--- src/rtl/dma_pkg.sv ---
`default_nettype none
// ============================================================================
// Module      : dma_pkg
// Description : Shared types and constants for the DMA SRAM read path.
// Revision    : 1.0 - initial release
// ============================================================================
package dma_pkg;

    typedef enum logic [1:0] {
        IDLE  = 2'd0,
        READ  = 2'd1,
        DRAIN = 2'd2,
        DONE  = 2'd3
    } state_t;

    localparam int READ_LATENCY = 1;
    localparam int SKID_DEPTH   = 2;

endpackage
`default_nettype wire

--- src/rtl/stream_skid_fifo2.sv ---
`default_nettype none
// ============================================================================
// Module      : stream_skid_fifo2
// Description : Two-entry FIFO that buffers SRAM read data for the stream
//               output; simultaneous push and pop are both honoured.
// Revision    : 1.0 - initial release
// ============================================================================
module stream_skid_fifo2 #(
    parameter int WIDTH = 32
) (
    input  logic             clk,
    input  logic             rst,
    input  logic             i_push,
    input  logic [WIDTH-1:0] i_din,
    input  logic             i_pop,
    output logic [WIDTH-1:0] o_dout,
    output logic             o_valid,
    output logic [1:0]       o_occupancy
);

    logic [WIDTH-1:0] r_head;
    logic [WIDTH-1:0] r_tail;
    logic [1:0]       r_count;
    logic             w_pop;

    assign w_pop = i_pop && (r_count != 2'd0);

    // The head register is the output, so it only changes on push-to-empty or pop.
    always_ff @(posedge clk) begin
        if (rst) begin
            r_head  <= '0;
            r_tail  <= '0;
            r_count <= 2'd0;
        end else begin
            case ({i_push, w_pop})
                2'b10: begin
                    if (r_count == 2'd0) begin
                        r_head  <= i_din;
                        r_count <= 2'd1;
                    end else if (r_count == 2'd1) begin
                        r_tail  <= i_din;
                        r_count <= 2'd2;
                    end
                end
                2'b01: begin
                    r_head  <= r_tail;
                    r_count <= r_count - 2'd1;
                end
                2'b11: begin
                    if (r_count == 2'd1) begin
                        r_head <= i_din;
                    end else begin
                        r_head <= r_tail;
                        r_tail <= i_din;
                    end
                end
                default: ;
            endcase
        end
    end

    assign o_dout      = r_head;
    assign o_valid     = (r_count != 2'd0);
    assign o_occupancy = r_count;

endmodule
`default_nettype wire

--- src/rtl/ssram_stream_reader.sv ---
`default_nettype none
// ============================================================================
// Module      : ssram_stream_reader
// Description : Burst reader for one port of a synchronous SRAM; delivers the
//               words as a valid/ready stream with credit-based issue.
//               Optional macro SSRAM_READER_LAST_EN adds the dataLast output.
// Revision    : 1.0 - initial release
// ============================================================================
module ssram_stream_reader
    import dma_pkg::*;
#(
    parameter  int BITWIDTH      = 32,
    parameter  int NR_OF_ENTRIES = 512,
    localparam int AW            = $clog2(NR_OF_ENTRIES)
) (
    input  logic                clock,
    input  logic                reset,
    input  logic                start,
    input  logic [AW-1:0]       startAddress,
    input  logic [AW:0]         blockSize,
    output logic                busy,
    output logic                done,
    output logic [AW-1:0]       ramAddress,
    output logic                ramWriteEnable,
    input  logic [BITWIDTH-1:0] ramDataOut,
    output logic [BITWIDTH-1:0] dataOut,
    output logic                dataValid,
    input  logic                dataReady
`ifdef SSRAM_READER_LAST_EN
    ,
    output logic                dataLast
`endif
);

`ifdef SSRAM_READER_LAST_EN
    localparam int c_fifo_w = BITWIDTH + 1;
`else
    localparam int c_fifo_w = BITWIDTH;
`endif

    state_t                  r_state;
    state_t                  w_state_nxt;
    logic [AW-1:0]           r_addr;
    logic [AW-1:0]           w_addr_inc;
    logic [AW:0]             r_remaining;
    logic [READ_LATENCY-1:0] r_issue_pipe;
    logic                    w_issue;
    logic                    w_push;
    logic                    w_pop;
    logic [1:0]              w_occ;
    logic [2:0]              w_inflight;
    logic [2:0]              w_credit;
    logic [c_fifo_w-1:0]     w_fifo_din;
    logic [c_fifo_w-1:0]     w_fifo_dout;

    assign w_pop      = dataValid & dataReady;
    assign w_push     = r_issue_pipe[READ_LATENCY-1];
    assign w_inflight = 3'($countones(r_issue_pipe));
    // Words that will still be held after this cycle if nothing new is issued.
    assign w_credit   = {1'b0, w_occ} + w_inflight - {2'b00, w_pop};
    assign w_issue    = (r_state == READ) && (r_remaining != '0) &&
                        (w_credit < 3'(SKID_DEPTH));
    assign w_addr_inc = (r_addr == AW'(NR_OF_ENTRIES - 1)) ? '0 : r_addr + AW'(1);

    always_comb begin
        w_state_nxt = r_state;
        case (r_state)
            IDLE: begin
                if (start) begin
                    w_state_nxt = (blockSize == '0) ? DONE : READ;
                end
            end
            READ: begin
                if (w_issue && (r_remaining == (AW+1)'(1))) begin
                    w_state_nxt = DRAIN;
                end
            end
            DRAIN: begin
                if (w_credit == 3'd0) begin
                    w_state_nxt = DONE;
                end
            end
            DONE: begin
                w_state_nxt = IDLE;
            end
            default: begin
                w_state_nxt = IDLE;
            end
        endcase
    end

    always_ff @(posedge clock) begin
        if (reset) begin
            r_state      <= IDLE;
            r_addr       <= '0;
            r_remaining  <= '0;
            r_issue_pipe <= '0;
            ramAddress   <= '0;
        end else begin
            r_state      <= w_state_nxt;
            r_issue_pipe <= READ_LATENCY'({r_issue_pipe, w_issue});
            if ((r_state == IDLE) && start) begin
                r_addr      <= startAddress;
                r_remaining <= blockSize;
            end else if (w_issue) begin
                ramAddress  <= r_addr;
                r_addr      <= w_addr_inc;
                r_remaining <= r_remaining - (AW+1)'(1);
            end
        end
    end

`ifdef SSRAM_READER_LAST_EN
    logic [READ_LATENCY-1:0] r_last_pipe;

    // The last-word tag travels alongside the read so it lands with its data.
    always_ff @(posedge clock) begin
        if (reset) begin
            r_last_pipe <= '0;
        end else begin
            r_last_pipe <= READ_LATENCY'({r_last_pipe,
                                          w_issue && (r_remaining == (AW+1)'(1))});
        end
    end

    assign w_fifo_din = {r_last_pipe[READ_LATENCY-1], ramDataOut};
    assign dataLast   = dataValid & w_fifo_dout[BITWIDTH];
`else
    assign w_fifo_din = ramDataOut;
`endif

    stream_skid_fifo2 #(
        .WIDTH (c_fifo_w)
    ) u_skid (
        .clk         (clock),
        .rst         (reset),
        .i_push      (w_push),
        .i_din       (w_fifo_din),
        .i_pop       (w_pop),
        .o_dout      (w_fifo_dout),
        .o_valid     (dataValid),
        .o_occupancy (w_occ)
    );

    assign dataOut        = w_fifo_dout[BITWIDTH-1:0];
    assign busy           = (r_state == READ) || (r_state == DRAIN);
    assign done           = (r_state == DONE);
    assign ramWriteEnable = 1'b0;

endmodule
`default_nettype wire

--- config.mk ---
export PLATFORM = sky130hd
export DESIGN_NAME = ssram_stream_reader
export DESIGN_NICKNAME = d
export VERILOG_FILES = /design/src/rtl/dma_pkg.sv /design/src/rtl/stream_skid_fifo2.sv /design/src/rtl/ssram_stream_reader.sv
export SDC_FILE = /design/constraint.sdc
export NUM_CORES = 1
export LEC_CHECK = 0
export CORE_MARGIN = 4
export CORE_UTILIZATION = 40
export CTS_CLUSTER_SIZE = 8
export DETAILED_ROUTE_END_ITERATION = 6
export PLACE_DENSITY = 0.7
export SKIP_CTS_REPAIR_TIMING = 1
export SYNTH_ARGS = -nofsm -noshare
export SYNTH_HDL_FRONTEND = slang
export SYNTH_SLANG_ARGS = --single-unit
--- constraint.sdc ---
create_clock -name clock -period 3.11 [get_ports clock]
set_input_delay 0.7775 -clock clock [delete_from_list [all_inputs] [get_ports clock]]
set_output_delay 0.7775 -clock clock [all_outputs]
set_load 0.02 [all_outputs]
After elaboration in Yosys (flattened, before gate mapping)

Cells that the tools add are included.
W data, S select, Z words.

$add $sub $neg: 5
$lt $le $gt $ge: 1
Equal/unequal tests: 16
Multiplexer cells: 19
Bitwise logic cells: 2
Reductions and logical operators: 21

Operators by type and width:

| cell                    | number |
|---|---|
| $mux W32                | 4 |
| $pmux W32 S3            | 1 |
| $pmux W32 S2            | 1 |
| $mux W9                 | 3 |
| $mux W10                | 2 |
| $mux W2                 | 6 |
| $eq A10 B1 Y1 const B   | 1 |
| $logic_not A10 Y1       | 1 |
| $ne A2 B2 Y1 const B    | 5 |
| $reduce_bool A10 Y1     | 1 |
| $sub A10 B1 Y10 const B | 1 |
| $add A9 B1 Y9 const B   | 1 |
| $eq A9 B9 Y1 const B    | 1 |
| $eq A2 B2 Y1 const B    | 4 |
| $pmux W2 S4             | 1 |
| $reduce_bool A2 Y1      | 4 |
| $eq A2 B1 Y1 const B    | 3 |
| $reduce_and A2 Y1       | 3 |
| $reduce_and A3 Y1       | 2 |
| $logic_and A1 B1 Y1     | 5 |
| $logic_not A2 Y1        | 2 |
| $pmux W2 S2             | 1 |
| $add A2 B1 Y3           | 1 |
| $logic_not A3 Y1        | 1 |
| other kinds (9)         | 9 |

Flip-flop bits (word level): 97
Input port bits: 55
Output and inout bits: 45

Depth between registers and ports, before layout

Gate-level depths: netlist of run 1.

Depth in word-level cells: 8
Depth in mapped cells: 14
Mapped depth without buffers: 13

Modules after synthesis

Synthesis of run 1 repeated with hierarchy kept, for this count alone.

Cells, all modules: 580
Area, all modules: 4750.8 sq um

Modules (own cells, without submodules):

| module              | times used | cells each | area each (sq um) |
|---|---|---|---|
| stream_skid_fifo2   | 1          | 357        | 2941.6 |
| ssram_stream_reader | 1          | 223        | 1809.2 |

Worst setup path before layout of run 1

No wires, ideal clock.

Path type: input-to-reg
Start: input port dataReady
End: register r_addr[3]
Library setup time: 0.088 ns
Data arrival time: 2.933 ns
Data required time: 3.022 ns
Setup slack: 0.089 ns
Cell stages on the path: 11
Path buffers: 0
Cells stage by stage: nor2b_1 ha_1 inv_1 ha_1 inv_1 fa_1 xnor2_1 and3_2 nand2_4 or4_1 a311oi_2

Cells in the longest elaborated chain, start to end: 5

RTL lines:

| what                         | line                       | source |
|---|---|---|
| start, declared              | ssram_stream_reader.sv:28  | `input logic dataReady` |
| $and A1 B1 Y1                | ssram_stream_reader.sv:56  | `assign w_pop = dataValid & dataReady;` |
| $sub A3 B1 Y3                | ssram_stream_reader.sv:60  | `assign w_credit = {1'b0, w_occ} + w_inflight - {2'b00, w_pop};` |
| $lt A3 B2 Y1                 | ssram_stream_reader.sv:62  | `(w_credit < 3'(SKID_DEPTH));` |
| $logic_and A1 B1 Y1          | ssram_stream_reader.sv:61  | `assign w_issue = (r_state == READ) && (r_remaining != '0) &&` |
| $reduce_bool A2 Y1 (no line) | n/a                        |  |
| end signal, assigned         | ssram_stream_reader.sv:103 | `r_addr <= startAddress;` |
| end signal, assigned         | ssram_stream_reader.sv:107 | `r_addr <= w_addr_inc;` |
| end, declared                | ssram_stream_reader.sv:43  | `logic [AW-1:0] r_addr;` |

No other way between the ends.
A chain may end at the register's enable or synchronous reset.

Worst setup path after layout of run 1

Start: register u_skid.r_count[0] (netlist: u_skid.o_occupancy[0])
End: register r_addr[2]

Cells in the longest elaborated chain, start to end: 6
Elaborated cells on any way between the ends: 7
Classes of those cells: add/sub: 2; order compare: 1; bitwise: 1; reduce/logical: 3

RTL lines:

| what                                                  | line                      | source |
|---|---|---|
| start, declared                                       | stream_skid_fifo2.sv:23   | `logic [1:0] r_count;` |
| start signal, assigned                                | stream_skid_fifo2.sv:47   | `r_count <= r_count - 2'd1;` |
| branches (longest 2 deep; another with $add A2 B1 Y3) | n/a                       |  |
| $sub A3 B1 Y3 (*)                                     | ssram_stream_reader.sv:60 |  |
| $lt A3 B2 Y1 (*)                                      | ssram_stream_reader.sv:62 |  |
| $logic_and A1 B1 Y1 (*)                               | ssram_stream_reader.sv:61 |  |
| $reduce_bool A2 Y1 (no line) (*)                      | n/a                       |  |

Mark *: on every way between the ends.

==> results of run 1 <==
## routing by layer
metal	global-route usage, %	share of wire [%]	up-vias
met2	28.84	48	116
met4	4.117	0.73	0
li1	-	-	2067
met1	21.58	45	1903
met3	3.858	6.1	8
met5	0	0	-
## flip-flops by register name, indices dropped and copies added (netlist names)
signal / flops
u_skid.o_dout: 32
u_skid.r_tail: 32
r_remaining: 10
r_addr: 9
ramAddress: 9
r_state: 2
u_skid.o_occupancy: 2
r_issue_pipe: 1
## stage by stage
| stage | worst slack [ns] | std cells |
|---|---|---|
| after global placement | -0.5171 | 751 |
| after CTS | -0.2192 | 767 |
| after detailed placement | -0.5658 | 751 |
| after global routing | -0.009248 | 768 |
| after floorplan | 0.08873 | 533 |
| final | 0.1624 | 768 |
## final timing paths
path | startpoint | to | slack (ns) | depth (start not counted)
max reg2reg | u_skid.o_occupancy[0]$_SDFFE_PP0P_ | r_addr[2]$_SDFFE_PP0P_ | 0.16 | 13
max | u_skid.o_occupancy[0]$_SDFFE_PP0P_ | r_addr[2]$_SDFFE_PP0P_ | 0.16 | 13
min | u_skid.r_tail[13]$_SDFFE_PP0P_ | u_skid.r_tail[13]$_SDFFE_PP0P_ | 0.45 | 2
min reg2reg | u_skid.r_tail[13]$_SDFFE_PP0P_ | u_skid.r_tail[13]$_SDFFE_PP0P_ | 0.45 | 2
## where the power goes
part           switching [uW]  total, uW  internal, uW  leakage, uW
Sequential                267       1860          1590     0.000791
Clock                     510       1090           585     0.000141
Combinational            1420       2620          1190      0.00123
Total                    2200       5570          3370      0.00216
## critical path: stages, from the launching register on
cell      delay [ns]
dfxtp_2         0.34
inv_1           0.07
ha_1            0.24
nor2b_4         0.13
ha_1            0.23
inv_1           0.05
ha_1            0.13
inv_1           0.06
fa_2            0.40
xnor2_2         0.18
and3_4          0.24
nand2_4         0.07
or4b_4          0.49
a311oi_2        0.23
## Yosys cell counts, types with 4 or more instances
cell	instances
dfxtp_1	97
nand2_1	84
nor2_1	68
a21oi_1	41
a211oi_1	38
a22oi_1	32
clkbuf_1	30
ha_1	17
inv_1	14
nand3_1	12
mux2i_1	8
a31oi_1	6
xor2_1	6
nor3_1	5
nor4_1	5
o21ai_1	5
and2_1	4
o21ai_0	4
## placed cells by master, fill, tap and decap left out, types with 3 or more instances in the layout
cell type | netlist | final
clkdlybuf4s50_1 | 0 | 96
dfxtp_1 | 97 | 96
nand2_1 | 84 | 83
nor2_1 | 68 | 68
a21oi_1 | 41 | 41
a211oi_1 | 38 | 38
a22oi_1 | 32 | 32
buf_4 | 2 | 20
ha_1 | 17 | 17
inv_1 | 14 | 14
nand3_1 | 12 | 12
clkbuf_16 | 0 | 9
mux2i_1 | 8 | 8
a31oi_1 | 6 | 6
xor2_1 | 6 | 6
nor4_1 | 5 | 5
nor3_1 | 5 | 5
o21ai_1 | 5 | 4
and2_1 | 4 | 4
o21ai_0 | 4 | 4
a311oi_2 | 3 | 3
nand2b_1 | 3 | 3
a311oi_1 | 3 | 3
inv_8 | 0 | 3
## cell type report
cell class	count	area, sq um	share of cell area, %
multi-input cells	382	2342	39.21
flip-flops and latches	97	1943	32.53
repair buffers	119	1164	19.48
clock buffers	10	239.0	4.001
well taps	140	175.2	2.933
clock inverters	6	57.56	0.9636
inverters	14	52.55	0.8798
## cell families after synthesis
group                    share of synthesized area, %
other                                         0.08335
XOR/XNOR                                        1.752
AND/OR/NAND/NOR                                 20.08
buffers and inverters                           5.478
AO/OA/AOI/OAI                                   22.50
multiplexers                                    1.780
adder cells (fa/ha/maj)                         5.172
flip-flops                                      43.16
==> results_dict.tcl, run 1 <==
set metrics [dict create \
    cp_max_fo 7 \
    start_util_pct 41.14 \
    final_area_sq_mm 0.005973 \
    clock_latency_ns 0.34 \
    power_density_mw_per_mm2 932.5 \
    tightestPinTransition_ns 0.7996 \
    setup_violations 0 \
    status "completed" \
    ys_ff_latch 97 \
    cts-root-buf "clkbuf_16" \
    fin_nets 696 \
    clock_skew_ns 0.01033 \
    ant_nets 0 \
    syn_area_per_cell_sq_um 8.441 \
    whs_ns 0.4548 \
    syn2layout_area_growth_pct 32.76 \
    clock_sinks 97 \
    crit_path_end_kind "register" \
    synthArstFlopShare_pct 0 \
    routabilityCongestion 0.7993 \
    routed-via-count 4094 \
    fp-row-count 38 \
    synth_area_sq_mm 0.004499 \
    wirelength_um 10870 \
    drt-initial-drc-count 209 \
    dieArea_sq_mm 0.01301 \
    max-cap-violations 0 \
    cts_buffers 9 \
    final.setup.tns_ns 0 \
    fill_cells 1025 \
    max-vdd-ir-drop_mv 0.4308 \
    diodes 0 \
    clockBufferDepth 2 \
    portBuffers 98 \
    synth_edf_count 0 \
    max_freq_mhz 339.3 \
    hold_viol 0 \
    cts_tree "yes" \
    yosys_warnings 0 \
    p_leak_uw 0.002164 \
    critPathKind "reg2reg" \
    yosysTopAreaCell "dfxtp_1" \
    drt_pass1_iterations 5 \
    dp_hpwl_um 7474 \
    grt_util_all_layers_pct 16.87 \
    hold_path.class "reg2reg" \
    utilization_pct 54.62 \
    htree_levels 3 \
    slew_headroom_pct 46.70 \
    ys_types 52 \
    seq_area_frac_synth_pct 43.16 \
    finalMaxSlewViolations 0 \
    core_area_sq_mm 0.01094 \
    syn_nets 606 \
    drive_above_1_share_pct 8.917 \
    drc 0 \
    grt_first_pass_wirelength_um 18290 \
    synthTopCellsByArea "dfxtp_1 (43%), nand2_1 (7.0%), a211oi_1 (6.3%)" \
    boundaryPins 100 \
    total_power_uw 5570 \
    grt_overflow_total 0 \
    grt_pass1_vias 3963 \
    placed_area_sq_mm 0.005640 \
    startpoint_type "register" \
    synth_cells 533 \
    routed_via_density 5.331 \
    antenna_found_initial 0 \
    dieHeight_um 114.1 \
    die_w_um 114.1 \
    fin_crit_sh_pct 94.78 \
    synth_top_area_share_pct 43.16 \
    ys_dominant_reg_cell "dfxtp_1" \
    fin_crit_ns 2.948 \
    worstPathArrival_ns 3.19 \
    wl_per_cell_um 14.15 \
    cp_data_required_time_ns 3.35 \
    grt_max_degree 74 \
    clkTransAtPathRegs_ns 0.07 \
]
Note: power is estimated with default switching activity, not from simulation.
==> run 2: changes to the inputs <==
CTS_CLUSTER_SIZE = 16   (was 8)
==> results of run 2 <==
No change in the layout: final DEF, timing and power equal those of run 1.
